--- src/rtl/cache_lookup_ctrl.sv ---
// rtl/cache_lookup_ctrl.sv - trace-command front end: direct-mapped tag lookup,
// MESI op issue, tag store upkeep and hit/miss statistics.
module cache_lookup_ctrl #(
  parameter int ADDR_W   = 32,
  parameter int OFFSET_W = 6,
  parameter int INDEX_W  = 4,
  parameter int CNT_W    = 16
) (
  input  logic               clk,
  input  logic               reset,
  input  logic               cmd_valid,
  input  logic [2:0]         cmd,
  input  logic [ADDR_W-1:0]  cmd_addr,
  output logic               cmd_ready,
  output logic               op_valid,
  output logic [1:0]         op,
  output logic               first_read,
  output logic [INDEX_W-1:0] op_index,
  output logic               hit,
  output logic [CNT_W-1:0]   rd_cnt,
  output logic [CNT_W-1:0]   wr_cnt,
  output logic [CNT_W-1:0]   hit_cnt,
  output logic [CNT_W-1:0]   miss_cnt,
  output logic [CNT_W-1:0]   err_cnt
);

  localparam int SETS  = 1 << INDEX_W;
  localparam int TAG_W = ADDR_W - OFFSET_W - INDEX_W;
  localparam logic [INDEX_W:0] CLR_LAST = (INDEX_W + 1)'(SETS);

  localparam logic [2:0] C_READ   = 3'd0;
  localparam logic [2:0] C_WRITE  = 3'd1;
  localparam logic [2:0] C_IFETCH = 3'd2;
  localparam logic [2:0] C_SNP_INV = 3'd3;
  localparam logic [2:0] C_SNP_RD = 3'd4;
  localparam logic [2:0] C_CLEAR  = 3'd5;

  localparam logic [1:0] OP_WRITE = 2'b00;
  localparam logic [1:0] OP_READ  = 2'b01;
  localparam logic [1:0] OP_SNOOP = 2'b10;
  localparam logic [1:0] OP_INVAL = 2'b11;

  typedef enum logic [1:0] {
    S_IDLE,
    S_LOOKUP,
    S_ISSUE,
    S_CLEAR
  } state_t;

  state_t             state_q, state_d;
  logic [2:0]         cmd_q, cmd_d;
  logic [TAG_W-1:0]   req_tag_q, req_tag_d;
  logic [INDEX_W-1:0] req_idx_q, req_idx_d;
  logic               lk_hit_q, lk_hit_d;
  logic [INDEX_W:0]   clr_cnt_q, clr_cnt_d;
  logic [SETS-1:0]    valid_q, valid_d;
  logic [TAG_W-1:0]   tag_mem_q [SETS];
  logic [TAG_W-1:0]   tag_mem_d [SETS];

  logic               op_valid_q, op_valid_d;
  logic [1:0]         op_q, op_d;
  logic               first_read_q, first_read_d;
  logic [INDEX_W-1:0] op_index_q, op_index_d;
  logic               hit_q, hit_d;
  logic [CNT_W-1:0]   rd_cnt_q, rd_cnt_d;
  logic [CNT_W-1:0]   wr_cnt_q, wr_cnt_d;
  logic [CNT_W-1:0]   hit_cnt_q, hit_cnt_d;
  logic [CNT_W-1:0]   miss_cnt_q, miss_cnt_d;
  logic [CNT_W-1:0]   err_cnt_q, err_cnt_d;

  logic               tag_match;

  assign tag_match = valid_q[req_idx_q] && (tag_mem_q[req_idx_q] == req_tag_q);

  always_comb begin
    state_d      = state_q;
    cmd_d        = cmd_q;
    req_tag_d    = req_tag_q;
    req_idx_d    = req_idx_q;
    lk_hit_d     = lk_hit_q;
    clr_cnt_d    = clr_cnt_q;
    valid_d      = valid_q;
    tag_mem_d    = tag_mem_q;
    op_valid_d   = 1'b0;
    op_d         = op_q;
    first_read_d = first_read_q;
    op_index_d   = op_index_q;
    hit_d        = hit_q;
    rd_cnt_d     = rd_cnt_q;
    wr_cnt_d     = wr_cnt_q;
    hit_cnt_d    = hit_cnt_q;
    miss_cnt_d   = miss_cnt_q;
    err_cnt_d    = err_cnt_q;

    unique case (state_q)
      S_IDLE: begin
        if (cmd_valid) begin
          cmd_d     = cmd;
          req_tag_d = cmd_addr[ADDR_W-1:OFFSET_W+INDEX_W];
          req_idx_d = cmd_addr[OFFSET_W+INDEX_W-1:OFFSET_W];
          if (cmd == C_CLEAR) begin
            clr_cnt_d = '0;
            state_d   = S_CLEAR;
          end else if (cmd > C_CLEAR) begin
            err_cnt_d = err_cnt_q + CNT_W'(1);
          end else begin
            state_d = S_LOOKUP;
          end
        end
      end

      // Op outputs are registered here so they appear during ISSUE.
      S_LOOKUP: begin
        lk_hit_d = tag_match;
        state_d  = S_ISSUE;
        unique case (cmd_q)
          C_READ, C_IFETCH: begin
            op_valid_d   = 1'b1;
            op_d         = OP_READ;
            first_read_d = !tag_match;
            op_index_d   = req_idx_q;
            hit_d        = tag_match;
          end
          C_WRITE: begin
            op_valid_d   = 1'b1;
            op_d         = OP_WRITE;
            first_read_d = 1'b0;
            op_index_d   = req_idx_q;
            hit_d        = tag_match;
          end
          C_SNP_INV, C_SNP_RD: begin
            if (tag_match) begin
              op_valid_d   = 1'b1;
              op_d         = (cmd_q == C_SNP_INV) ? OP_INVAL : OP_SNOOP;
              first_read_d = 1'b0;
              op_index_d   = req_idx_q;
              hit_d        = 1'b1;
            end
          end
          default: ;
        endcase
      end

      S_ISSUE: begin
        state_d = S_IDLE;
        unique case (cmd_q)
          C_READ, C_IFETCH, C_WRITE: begin
            if (cmd_q == C_WRITE) wr_cnt_d = wr_cnt_q + CNT_W'(1);
            else                  rd_cnt_d = rd_cnt_q + CNT_W'(1);
            if (lk_hit_q) begin
              hit_cnt_d = hit_cnt_q + CNT_W'(1);
            end else begin
              miss_cnt_d            = miss_cnt_q + CNT_W'(1);
              valid_d[req_idx_q]    = 1'b1;
              tag_mem_d[req_idx_q]  = req_tag_q;
            end
          end
          C_SNP_INV: begin
            if (lk_hit_q) valid_d[req_idx_q] = 1'b0;
          end
          default: ;
        endcase
      end

      // One set per cycle, plus a final cycle to hand back to IDLE.
      S_CLEAR: begin
        if (clr_cnt_q == CLR_LAST) begin
          state_d = S_IDLE;
        end else begin
          valid_d[clr_cnt_q[INDEX_W-1:0]] = 1'b0;
          clr_cnt_d = clr_cnt_q + (INDEX_W + 1)'(1);
        end
      end

      default: state_d = S_IDLE;
    endcase
  end

  always_ff @(posedge clk or posedge reset) begin
    if (reset) begin
      state_q      <= S_IDLE;
      cmd_q        <= '0;
      req_tag_q    <= '0;
      req_idx_q    <= '0;
      lk_hit_q     <= 1'b0;
      clr_cnt_q    <= '0;
      valid_q      <= '0;
      op_valid_q   <= 1'b0;
      op_q         <= OP_WRITE;
      first_read_q <= 1'b0;
      op_index_q   <= '0;
      hit_q        <= 1'b0;
      rd_cnt_q     <= '0;
      wr_cnt_q     <= '0;
      hit_cnt_q    <= '0;
      miss_cnt_q   <= '0;
      err_cnt_q    <= '0;
    end else begin
      state_q      <= state_d;
      cmd_q        <= cmd_d;
      req_tag_q    <= req_tag_d;
      req_idx_q    <= req_idx_d;
      lk_hit_q     <= lk_hit_d;
      clr_cnt_q    <= clr_cnt_d;
      valid_q      <= valid_d;
      op_valid_q   <= op_valid_d;
      op_q         <= op_d;
      first_read_q <= first_read_d;
      op_index_q   <= op_index_d;
      hit_q        <= hit_d;
      rd_cnt_q     <= rd_cnt_d;
      wr_cnt_q     <= wr_cnt_d;
      hit_cnt_q    <= hit_cnt_d;
      miss_cnt_q   <= miss_cnt_d;
      err_cnt_q    <= err_cnt_d;
    end
  end

  // Tag payload needs no reset; the valid bits gate every use of it.
  always_ff @(posedge clk) begin
    tag_mem_q <= tag_mem_d;
  end

  assign cmd_ready  = (state_q == S_IDLE);
  assign op_valid   = op_valid_q;
  assign op         = op_q;
  assign first_read = first_read_q;
  assign op_index   = op_index_q;
  assign hit        = hit_q;
  assign rd_cnt     = rd_cnt_q;
  assign wr_cnt     = wr_cnt_q;
  assign hit_cnt    = hit_cnt_q;
  assign miss_cnt   = miss_cnt_q;
  assign err_cnt    = err_cnt_q;

endmodule

--- config.mk ---
export PLATFORM = sky130hd
export DESIGN_NAME = cache_lookup_ctrl
export DESIGN_NICKNAME = d
export VERILOG_FILES = /design/src/rtl/cache_lookup_ctrl.sv
export SDC_FILE = /design/constraint.sdc
export NUM_CORES = 1
export LEC_CHECK = 0
export CORE_UTILIZATION = 63
export CTS_BUF_LIST = sky130_fd_sc_hd__clkbuf_16
export DETAILED_ROUTE_END_ITERATION = 8
export DONT_BUFFER_PORTS = 1
export PLACE_DENSITY_LB_ADDON = 0.05
export SLEW_MARGIN = 15
export SYNTH_ARGS = -nofsm -noshare
export SYNTH_HDL_FRONTEND = slang
export SYNTH_SLANG_ARGS = --single-unit
export TNS_END_PERCENT = 1
--- constraint.sdc ---
create_clock -name clk -period 6.3 [get_ports clk]
set_input_delay 1.26 -clock clk [delete_from_list [all_inputs] [get_ports clk]]
set_output_delay 1.26 -clock clk [all_outputs]
set_load 0.1 [all_outputs]
==> summary.txt, run 1 <==
Timing
  • Tmin final: 4490 ps
  • Worst-Margin Slew: 1130 ps
  • Fin crit share: 71.3%
  • Slew HR: 24.3%
  • Worst setup margin: 1810 ps
  • Slew Viols, Final: 0
  • Unrepaired setup endpoints after global routing: no
  • Fmax: 223 MHz
  • # setup viols final: 0
  • Minimum hold slack: 492 ps
  • Hold Fails Final Rpt: 0
  • Final Skew: 32.5 ps
  • Setup_tns: 0 ps

Logic synthesis
  • FF+latch count, synth: 494
  • Syn avg cell area: 16.0 µm²
  • Net Count, Synth: 1341
  • Mapped Area: 0.0207 mm²
  • Synth warn: 0
  • Synth Flop Type: edfxtp_1
  • Mapped Cells: 1294
  • Register area share after synthesis: 68.1%
  • Netlist cell types: 68
  • Count of flip-flops with a built-in enable after synthesis: 352
  • Post-synth ARST share: 28.7%

Global route
  • Initial antenna violation count: 0
  • Largest net degree at the start of global routing: 100
  • First-pass GRT wire length: 69300 µm
  • Grt total ovfl: 0
  • Number of global-route vias before repair: 11400
  • All-Layer GR Usage: 28.0%

Pwr
  • Peak supply drop: 0.333 mV
  • Power per cell area: 483 mW/mm²
  • Leak pwr: 8.27 nW

CTS
  • Clock latency on the worst-skew pair: 590 ps
  • Post-CTS Setup Bufs: 0
  • PostCTS Resize Cnt: 0
  • Sink Count: 494
  • Hold buffers post-CTS: 0
  • CTS tree: built
  • Clk pin slew, worst setup/hold paths: 60 ps
  • Deepest clock path buffer count: 3
  • H-tree depth: 2
  • Root Driver: clkbuf_16
  • Inserted Clock Buffers: 49

Finish
  • Area growth syn-to-layout: 10.3%
  • Commonest non-fill, non-tap cells in the layout: edfxtp_1, dfrtp_1, nand2_1
  • Commonest non-fill, non-tap cell in the layout: edfxtp_1
  • Diode count: 0
  • Layout net count: 1363
  • Share of layout cells above drive strength 1: 17.8%
  • Fin util: 70.5%
  • FILL cells: 2130

Setup path
  • Worst R2R End: op_index[3]
  • Crit end category: flop
  • Reg2reg setup slack: 1810 ps
  • Critical R2R Launch: req_idx_q[0]
  • Crit path buffers/inverters: 1
  • CP Cell Sequence: buf_4, nand2b_1, o22ai_1, a221oi_1, xor2_1, o31a_1, nor3_1, a41oi_2, nor2_4, mux2_4
  • Max incr delay on CP: 1000 ps
  • Top Family by Delay on Critical Path: simple AND/OR/NAND/NOR gates
  • CP max FO: 47
  • Data required time at the worst endpoint: 6750 ps
  • CP arrival: 4940 ps
  • Startpoint types: flop
  • Slowest stage cell, crit path: dfrtp_4
  • Kind of critical path: reg -> reg
  • R2r worst-path depth: 10

Die
  • Die Y: 183 µm
  • Die area: 0.0336 mm²
  • IO Pins: 128
  • Chip Width: 183 µm
  • Std-Cell Core Area: 0.0325 mm²
  • Starting Density: 63.9%
  • Row count: 66

Routing
  • Final Routed Wirelength: 45600 µm
  • TritonRoute pass-1 iters: 5
  • DR DRC count: 0
  • Wire per inst: 25.3 µm
  • Post-route ant nets: 0
  • Drt via density: 6.38
  • Via count: 11500
  • Initial drt markers: 1073

Min path
  • Hold Crit Depth: 1
  • Worst Hold Class: reg -> reg

Flow run
  • Max cap viols: 0

Placed design
  • Final GP Congestion: 0.945
  • # port buffers: 0
  • Pre-CTS setup slack: 1830 ps
  • Post-DP HPWL: 27400 µm

Status
  • Outcome: complete, no violations
[worst max-delay path by stage]
stage          cells past startpoint  slack [ps]                    endpoint    startpoint
6_report                          10        1810                 op_index[3]  req_idx_q[0]
5_1_grt                           10        1570                 op_index[3]  req_idx_q[0]
4_1_cts                           10        1810                 op_index[3]  req_idx_q[0]
3_5_place_dp                      10        1830                 op_index[3]  req_idx_q[0]
3_3_place_gp                      10        1860                 op_index[2]  req_idx_q[0]
2_1_floorplan                      1        1230  asynchronous set/reset pin         reset
[cells in the mapped netlist, drive strengths merged (3+ instances only)]
cell type | instances | area, µm²
a21oi | 10 | 50.1
nor2 | 78 | 303
and2 | 5 | 31.3
a221oi | 4 | 35.0
mux2 | 51 | 589
o21a | 4 | 30.0
a211oi | 3 | 22.5
mux2i | 65 | 651
clkbuf | 24 | 90.1
edfxtp | 352 | 10600
a32oi | 6 | 52.6
a41oi | 3 | 41.3
nand2 | 78 | 293
o22a | 15 | 131
nor3b | 4 | 30.0
nor3 | 37 | 185
nor2b | 10 | 62.6
nand2b | 15 | 93.8
nand4 | 24 | 150
a31oi | 3 | 18.8
xnor2 | 62 | 543
dfrtp | 142 | 3550
and4 | 5 | 43.8
or2 | 5 | 31.3
o21ai | 21 | 105
mux4 | 67 | 1540
and3 | 13 | 81.3
inv | 16 | 60.1
ha | 9 | 113
o31ai | 4 | 30.0
o22ai | 6 | 37.5
a22oi | 27 | 203
xor2 | 37 | 324
buf | 35 | 204
nand3 | 22 | 110
[state kept, by name, summed over array words and instances, names as in the netlist, 2 cells and up, named ones only]
signal,flops
clr_cnt_q,5
cmd_q,3
err_cnt,16
hit_cnt,16
miss_cnt,16
op,2
op_index,4
rd_cnt,16
req_idx_q,4
req_tag_q,22
state_q,2
tag_mem_q,352
wr_cnt,16
[power by group]
| group | total, W | internal [W] | switching [W] |
|---|---|---|---|
| Clock | 0.00278 | 0.00158 | 0.00120 |
| Combinational | 0.00290 | 0.00127 | 0.00163 |
| Sequential | 0.00537 | 0.00412 | 0.00125 |
| Total | 0.0111 | 0.00697 | 0.00408 |
[cells by family (layout without fill, tap and decap cells)]
family	Yosys count	in the layout	share of synthesized area (%)
adders and majority gates	9	9	0.543
AOI/OAI and AO/OA	128	128	4.73
muxes	183	183	13.4
and+or+nand+nor	306	306	7.31
buffers and inverters	75	138	1.71
DFF	494	494	68.1
xor gates and xnor gates	99	99	4.18
[metal layers]
metal	share of wire, %	track usage, %
met1	42	40.3
met2	48	44.1
met3	7.3	5.15
met4	2.4	8.20
met5	0	0
[layout make-up]
class | instances | area, µm² | share of cell area [%]
Clock buffer | 49 | 1230 | 5.36
Clock inverter | 43 | 315 | 1.38
Inverter | 16 | 65.1 | 0.284
Multi-Input combinational cell | 725 | 6340 | 27.7
Sequential cell | 494 | 14100 | 61.8
Tap cell | 442 | 553 | 2.42
Timing Repair Buffer | 30 | 238 | 1.04
[worst reg2reg max path, stage by stage (launching register included)]
cell	delay [ps]
dfrtp_4	1000
buf_4	470
nand2b_1	560
o22ai_1	180
a221oi_1	280
xor2_1	180
o31a_1	350
nor3_1	470
a41oi_2	290
nor2_4	280
mux2_4	330
[metrics by stage]
stage,power (W),instances,cell area [µm²]
after floorplan,0.00737,1294,20700
after global placement,0.00824,1707,21300
after detailed placement,0.00831,1707,21300
after CTS,0.0111,1799,22900
after global routing,0.0115,1799,22900
final,0.0111,1799,22900
No activity file was read; power rests on OpenSTA's default activity.
==> run 2, diff against run 1 <==
Settings changed: CORE_UTILIZATION 63 to 57.
Clock period 6.3 ns to 4 ns, I/O delays scaled along.
==> summary.txt, run 2 (synthesized netlist as in run 1, its figures left out) <==
CTS
  • Hold buffers post-CTS: 0 (unchanged)
  • Deepest clock path buffer count: 3 (unchanged)
  • Clock latency on the worst-skew pair: 600 ps (about the same)
  • Clk pin slew, worst setup/hold paths: 60 ps (about the same)
  • CTS tree: built
  • PostCTS Resize Cnt: 0 (unchanged)
  • H-tree depth: 2 (unchanged)
  • Root Driver: clkbuf_16
  • Sink Count: 494 (unchanged)
  • Inserted Clock Buffers: 51 (+4.1%)
  • Post-CTS Setup Bufs: 0 (unchanged)

Pwr
  • Switching Fraction: 36.4% (-0.55 points)
  • Register share of total power: 44.1% (-4.5 points)
  • Power per cell area: 766 mW/mm² (+58%)
  • Peak supply drop: 0.584 mV (+75%)
  • Clock power share: 25.3% (about the same)
  • Pwr Total: 0.0181 W (+64%)
  • NetSw: 0.00658 W (+61%)
  • Internal: 0.0115 W (+65%)
  • Comb power frac: 30.6% (+4.4 points)
  • Leak pwr: 8.70 nW (+5.2%)

Placed design
  • Final GP Congestion: 0.912 (-3.5%)
  • # port buffers: 0 (unchanged)
  • Post-DP HPWL: 29900 µm (+9.1%)

Setup path
  • Slowest stage cell, crit path: dfrtp_4
  • Kind of critical path: reg -> reg
  • Data required time at the worst endpoint: 4470 ps (-2280 ps)
  • CP Cell Sequence: buf_12, mux4_2, mux2i_1, xnor2_1, a2111oi_0, buf_4, a22oi_1, nor3_1, buf_4, a41oi_2, nor2_4, mux2_4
  • CP arrival: 4230 ps (-710 ps)
  • CP max FO: 33 (-30%)
  • Crit path launch: req_idx_q[0]
  • Crit end category: flop
  • Max incr delay on CP: 670 ps (-330 ps)
  • Most used cell, CP: buf_4
  • Critical R2R Launch: req_idx_q[0]
  • Startpoint types: flop

Timing
  • Fin crit share: 93.8% (+23 points)
  • Slew Viols, Final: 0 (unchanged)
  • Final Skew: 20.0 ps (-12.5 ps)
  • Tmin final: 3750 ps (-738 ps)
  • Unrepaired setup endpoints after global routing: no
  • Fmax: 266 MHz (+20%)
  • Worst-Margin Slew: 1160 ps (+33.4 ps)
  • # setup viols final: 0 (unchanged)
  • Hold Fails Final Rpt: 0 (unchanged)
  • Setup_tns: 0 ps (unchanged)
  • Slew HR: 22.1% (-2.2 points)

Routing
  • Initial drt markers: 957 (-11%)
  • Wire per inst: 24.6 µm (-2.9%)
  • TritonRoute pass-1 iters: 7 (+2)
  • Final Routed Wirelength: 46700 µm (+2.4%)
  • Via count: 11600 (+1.1%)
  • Drt via density: 6.11 (-4.2%)
  • DR DRC count: 17 (+17)
  • Post-route ant nets: 0 (unchanged)

Die
  • Std-Cell Core Area: 0.0357 mm² (+9.9%)
  • Chip Width: 193 µm (+5.1%)
  • IO Pins: 128 (unchanged)
  • Die Y: 193 µm (+5.1%)
  • Die area: 0.0371 mm² (+10%)
  • Starting Density: 58.2% (-5.7 points)
  • Row count: 69 (+4.5%)

Finish
  • Commonest non-fill, non-tap cell in the layout: edfxtp_1
  • Layout net count: 1441 (+5.7%)
  • Number of flip-flops in the largest register: 352 (unchanged)
  • Share of layout cells above drive strength 1: 22.5% (+4.7 points)
  • Diode count: 0 (unchanged)
  • Top flop regs: tag_mem_q x352, req_tag_q x22
  • Top reg by flops: tag_mem_q
  • Commonest non-fill, non-tap cells in the layout: edfxtp_1, dfrtp_1, buf_4
  • Area growth syn-to-layout: 14.0%

Status
  • Outcome: finished with violations
  • Failing checks: design-rule violations

Global route
  • First-pass GRT wire length: 69600 µm (+0.35%)
  • Largest net degree at the start of global routing: 68 (-32%)
  • Number of global-route vias before repair: 11200 (-1.4%)
  • Initial antenna violation count: 1 (+1)
  • All-Layer GR Usage: 25.9% (-2.1 points)
  • Grt total ovfl: 0 (unchanged)

Min path
  • Worst Hold Class: in -> async

Flow run
  • Max cap viols: 0 (unchanged)
run 2: layout make-up:
class / count / area, µm²
flip-flops and latches: 494 / 14100
fillers: 2515 / 12000
multi-input cells: 725 / 6340
clock buffers: 51 / 1280
repair buffers: 106 / 908
well taps: 461 / 577
clock inverters: 45 / 339
inverters: 16 / 63.8
run 2: metal layers:
metal | vias to the layer above | routed length, µm | global-route usage (%)
met5 | - | 13 | 0
met4 | 2 | 942 | 7.75
met3 | 75 | 2950 | 4.07
met2 | 381 | 22700 | 41.0
met1 | 5950 | 20100 | 37.2
li1 | 5195 | - | -
run 2: power by group through the flow:
| stage | logic, W | clock network [W] | registers, W |
|---|---|---|---|
| global route | 0.00593 | 0.00486 | 0.00808 |
| global placement | 0.00549 | 0 | 0.00804 |
| CTS | 0.00555 | 0.00465 | 0.00798 |
| detailed placement | 0.00553 | 0 | 0.00808 |
| finish | 0.00555 | 0.00458 | 0.00798 |
| floorplan | 0.00370 | 0 | 0.00790 |
run 2: path summary, 6_finish.rpt:
kind	endpoint	slack (ps)	depth (start not counted)
setup / recovery	op_index[2]	250	12
hold / removal	rd_cnt[14]	260	1
setup reg to reg	op_index[2]	250	12
hold reg to reg	flop	490	1
min in group clk	req_tag_q[18]	330	2
max in group asynchronous	rd_cnt[7]	2670	2
run 2: critical path: cells and delay by family, from the launching register on:
family | cells | cell delay [ps]
flip-flops | 1 | 670
AND/OR/NAND/NOR | 2 | 540
multiplexers | 3 | 1060
AO/OA/AOI/OAI | 3 | 610
buffers and inverters | 3 | 640
XOR/XNOR | 1 | 110
run 2: metrics by stage:
stage	setup slack, ps	hold slack, ps	util [%]	std cells	instance area [µm²]
floorplan	299	454	-	1294	20700
global placement	181	464	61.8	1802	22000
finish	246	264	66.3	1898	23600
global route	33.9	327	66.3	1898	23600
detailed placement	178	472	61.8	1802	22000
CTS	176	274	66.3	1898	23600
==> run 3, diff against run 2 <==
--- a/config.mk
+++ b/config.mk
@@ -7,3 +7,3 @@
 export LEC_CHECK = 0
-export CORE_UTILIZATION = 57
+export CORE_UTILIZATION = 65
 export CTS_BUF_LIST = sky130_fd_sc_hd__clkbuf_16
==> constraint.sdc (replaced) <==
create_clock -name clk -period 4.5 [get_ports clk]
set_input_delay 0.9 -clock clk [delete_from_list [all_inputs] [get_ports clk]]
set_output_delay 0.9 -clock clk [all_outputs]
set_load 0.01 [all_outputs]
==> summary.txt, run 3 (synthesized netlist as in run 1, its figures left out) <==
Finish
  • Area growth syn-to-layout: 11.1%
  • FILL cells: 1938 (-23%)
  • Top flop regs: tag_mem_q x352, req_tag_q x22
  • Share of layout cells above drive strength 1: 19.2% (-3.4 points)
  • Fin cells: 1785 (-6.0%)
  • Final Cell Area: 0.0230 mm² (-2.6%)
  • Number of flip-flops in the largest register: 352 (unchanged)
  • Top reg by flops: tag_mem_q
  • Diode count: 0 (unchanged)
  • Layout net count: 1389 (-3.6%)
  • Commonest non-fill, non-tap cells in the layout: edfxtp_1, dfrtp_1, nand2_1
  • Commonest non-fill, non-tap cell in the layout: edfxtp_1

Pwr
  • Leak pwr: 8.38 nW (-3.6%)
  • Power per cell area: 646 mW/mm² (-16%)
  • Peak supply drop: 0.476 mV (-19%)
  • Pwr Total: 0.0149 W (-18%)

Timing
  • Tmin final: 4020 ps (+263 ps)
  • Slew HR: 37.7% (+16 points)
  • Hold Fails Final Rpt: 0 (unchanged)
  • Setup_tns: 0 ps (unchanged)
  • # setup viols final: 0 (unchanged)
  • Final Skew: 10.6 ps (-9.42 ps)
  • Slew Viols, Final: 0 (unchanged)
  • Fmax: 249 MHz (-6.5%)
  • Fin crit share: 89.3% (-4.6 points)
  • Unrepaired setup endpoints after global routing: no
  • Worst setup margin: 484 ps (+237 ps)
  • Worst-Margin Slew: 933 ps (-228 ps)

Global route
  • Initial antenna violation count: 0 (-1)
  • All-Layer GR Usage: 28.9% (+3.0 points)
  • First-pass GRT wire length: 70300 µm (+0.97%)
  • Largest net degree at the start of global routing: 74 (+8.8%)
  • Grt total ovfl: 0 (unchanged)
  • Grt peak-use layer: met2
  • Grt met3 use: 5.03% (+0.96 points)
  • Met1 Use GR: 41.4% (+4.2 points)
  • Met2 Usage GRT: 46.7% (+5.7 points)
  • Number of global-route vias before repair: 11600 (+3.4%)

Routing
  • Initial drt markers: 1060 (+11%)
  • Wire per inst: 25.5 µm (+3.6%)
  • Post-route ant nets: 0 (unchanged)
  • Final Routed Wirelength: 45500 µm (-2.5%)
  • Drt via density: 6.50 (+6.3%)
  • Via count: 11600 (+0.017%)
  • TritonRoute pass-1 iters: 6 (-1)
  • DR DRC count: 0 (-17)

Placed design
  • Pre-CTS setup slack: 514 ps (+336 ps)
  • Placed inst area: 0.0215 mm² (-2.2%)
  • Inst Count DP: 1693 (-6.0%)
  • Post-DP HPWL: 27800 µm (-7.0%)
  • # port buffers: 0 (unchanged)
  • Final GP Congestion: 0.885 (-2.9%)

Die
  • Die area: 0.0326 mm² (-12%)
  • Std-Cell Core Area: 0.0315 mm² (-12%)
  • Starting Density: 65.9% (+7.7 points)
  • IO Pins: 128 (unchanged)
  • Die Y: 181 µm (-6.3%)
  • Row count: 65 (-5.8%)
  • Chip Width: 181 µm (-6.3%)

Setup path
  • Kind of critical path: reg -> reg
  • Crit end category: flop
  • Slowest stage cell, crit path: dfrtp_4
  • Crit path launch: req_idx_q[3]
  • Data required time at the worst endpoint: 4930 ps (+460 ps)
  • R2r worst-path depth: 10 (-2)
  • CP max FO: 52 (+58%)
  • CP arrival: 4450 ps (+220 ps)
  • Startpoint types: flop
  • CP Cell Sequence: buf_4, mux4_2, mux2i_1, xnor2_1, o22ai_1, o221ai_1, nor4b_4, a41oi_2, nor2_4, mux2_4
  • Critical R2R Launch: req_idx_q[3]
  • Max incr delay on CP: 980 ps (+310 ps)

CTS
  • CTS tree: built
  • H-tree depth: 2 (unchanged)
  • Sink Count: 494 (unchanged)
  • Root Driver: clkbuf_16
  • Clk pin slew, worst setup/hold paths: 60 ps (about the same)
  • Clock latency on the worst-skew pair: 550 ps (-50 ps)
  • Deepest clock path buffer count: 3 (unchanged)
  • Inserted Clock Buffers: 49 (-3.9%)
  • Hold buffers post-CTS: 0 (unchanged)
  • PostCTS Resize Cnt: 0 (unchanged)
  • Post-CTS Setup Bufs: 0 (unchanged)

Status
  • Outcome: complete, no violations

Flow run
  • Max cap viols: 0 (unchanged)

Min path
  • Worst Hold Class: in -> async
==> run 3: cell count changes in the layout (fill, tap and decap cells not counted), sizes merged <==
| cell | delta |
|---|---|
| clkbuf | +1 |
| buf | -50 |
| bufinv | -4 |
| inv | +4 |
| clkinv | -5 |
==> run 3: path summary, 6_finish.rpt <==
| check | end | slack [ps] |
|---|---|---|
| max | op_index[0] | 480 |
| min | miss_cnt[2] | 410 |
| max reg2reg | op_index[0] | 480 |
| min reg2reg | flop | 480 |
| max in group asynchronous | rd_cnt[7] | 3140 |
| min in group clk | req_tag_q[9] | 470 |
==> run 3: metrics by stage <==
step / util (%) / hold WS [ps]
after floorplan: - / 454
after global placement: 68.4 / 468
after global routing: 73.2 / 455
after detailed placement: 68.4 / 475
after CTS: 73.2 / 433
final: 73.2 / 410
==> run 3: power by group <==
| part | total [W] | internal [W] | leakage (nW) | switching, W |
|---|---|---|---|---|
| combinational | 0.00431 | 0.00194 | 2.56 | 0.00237 |
| clock | 0.00376 | 0.00213 | 0.788 | 0.00163 |
| sequential | 0.00681 | 0.00579 | 5.04 | 0.00102 |
| total | 0.0149 | 0.00986 | 8.38 | 0.00503 |
==> run 3: routing by layer <==
metal / wire [µm] / vias to the layer above
met5: 0 / -
met4: 919 / 0
met3: 3450 / 87
met2: 22200 / 515
met1: 19000 / 5925
li1: - / 5078
==> run 3: critical path, delay by kind of cell, from the launching register on <==
| kind | cells | cell delay, ps |
|---|---|---|
| AOI/OAI and AO/OA | 3 | 760 |
| and+or+nand+nor | 2 | 730 |
| DFF | 1 | 980 |
| buffers and inverters | 1 | 330 |
| muxes | 3 | 840 |
| xor gates and xnor gates | 1 | 190 |
==> run 3: area by class of cell <==
type | count | area (µm²) | share of cell area [%]
flip-flops and latches | 494 | 14100 | 61.4
well taps | 402 | 503 | 2.18
multi-input cells | 725 | 6340 | 27.5
inverters | 16 | 63.8 | 0.277
clock buffers | 52 | 1300 | 5.65
clock inverters | 40 | 194 | 0.842
repair buffers | 56 | 495 | 2.15
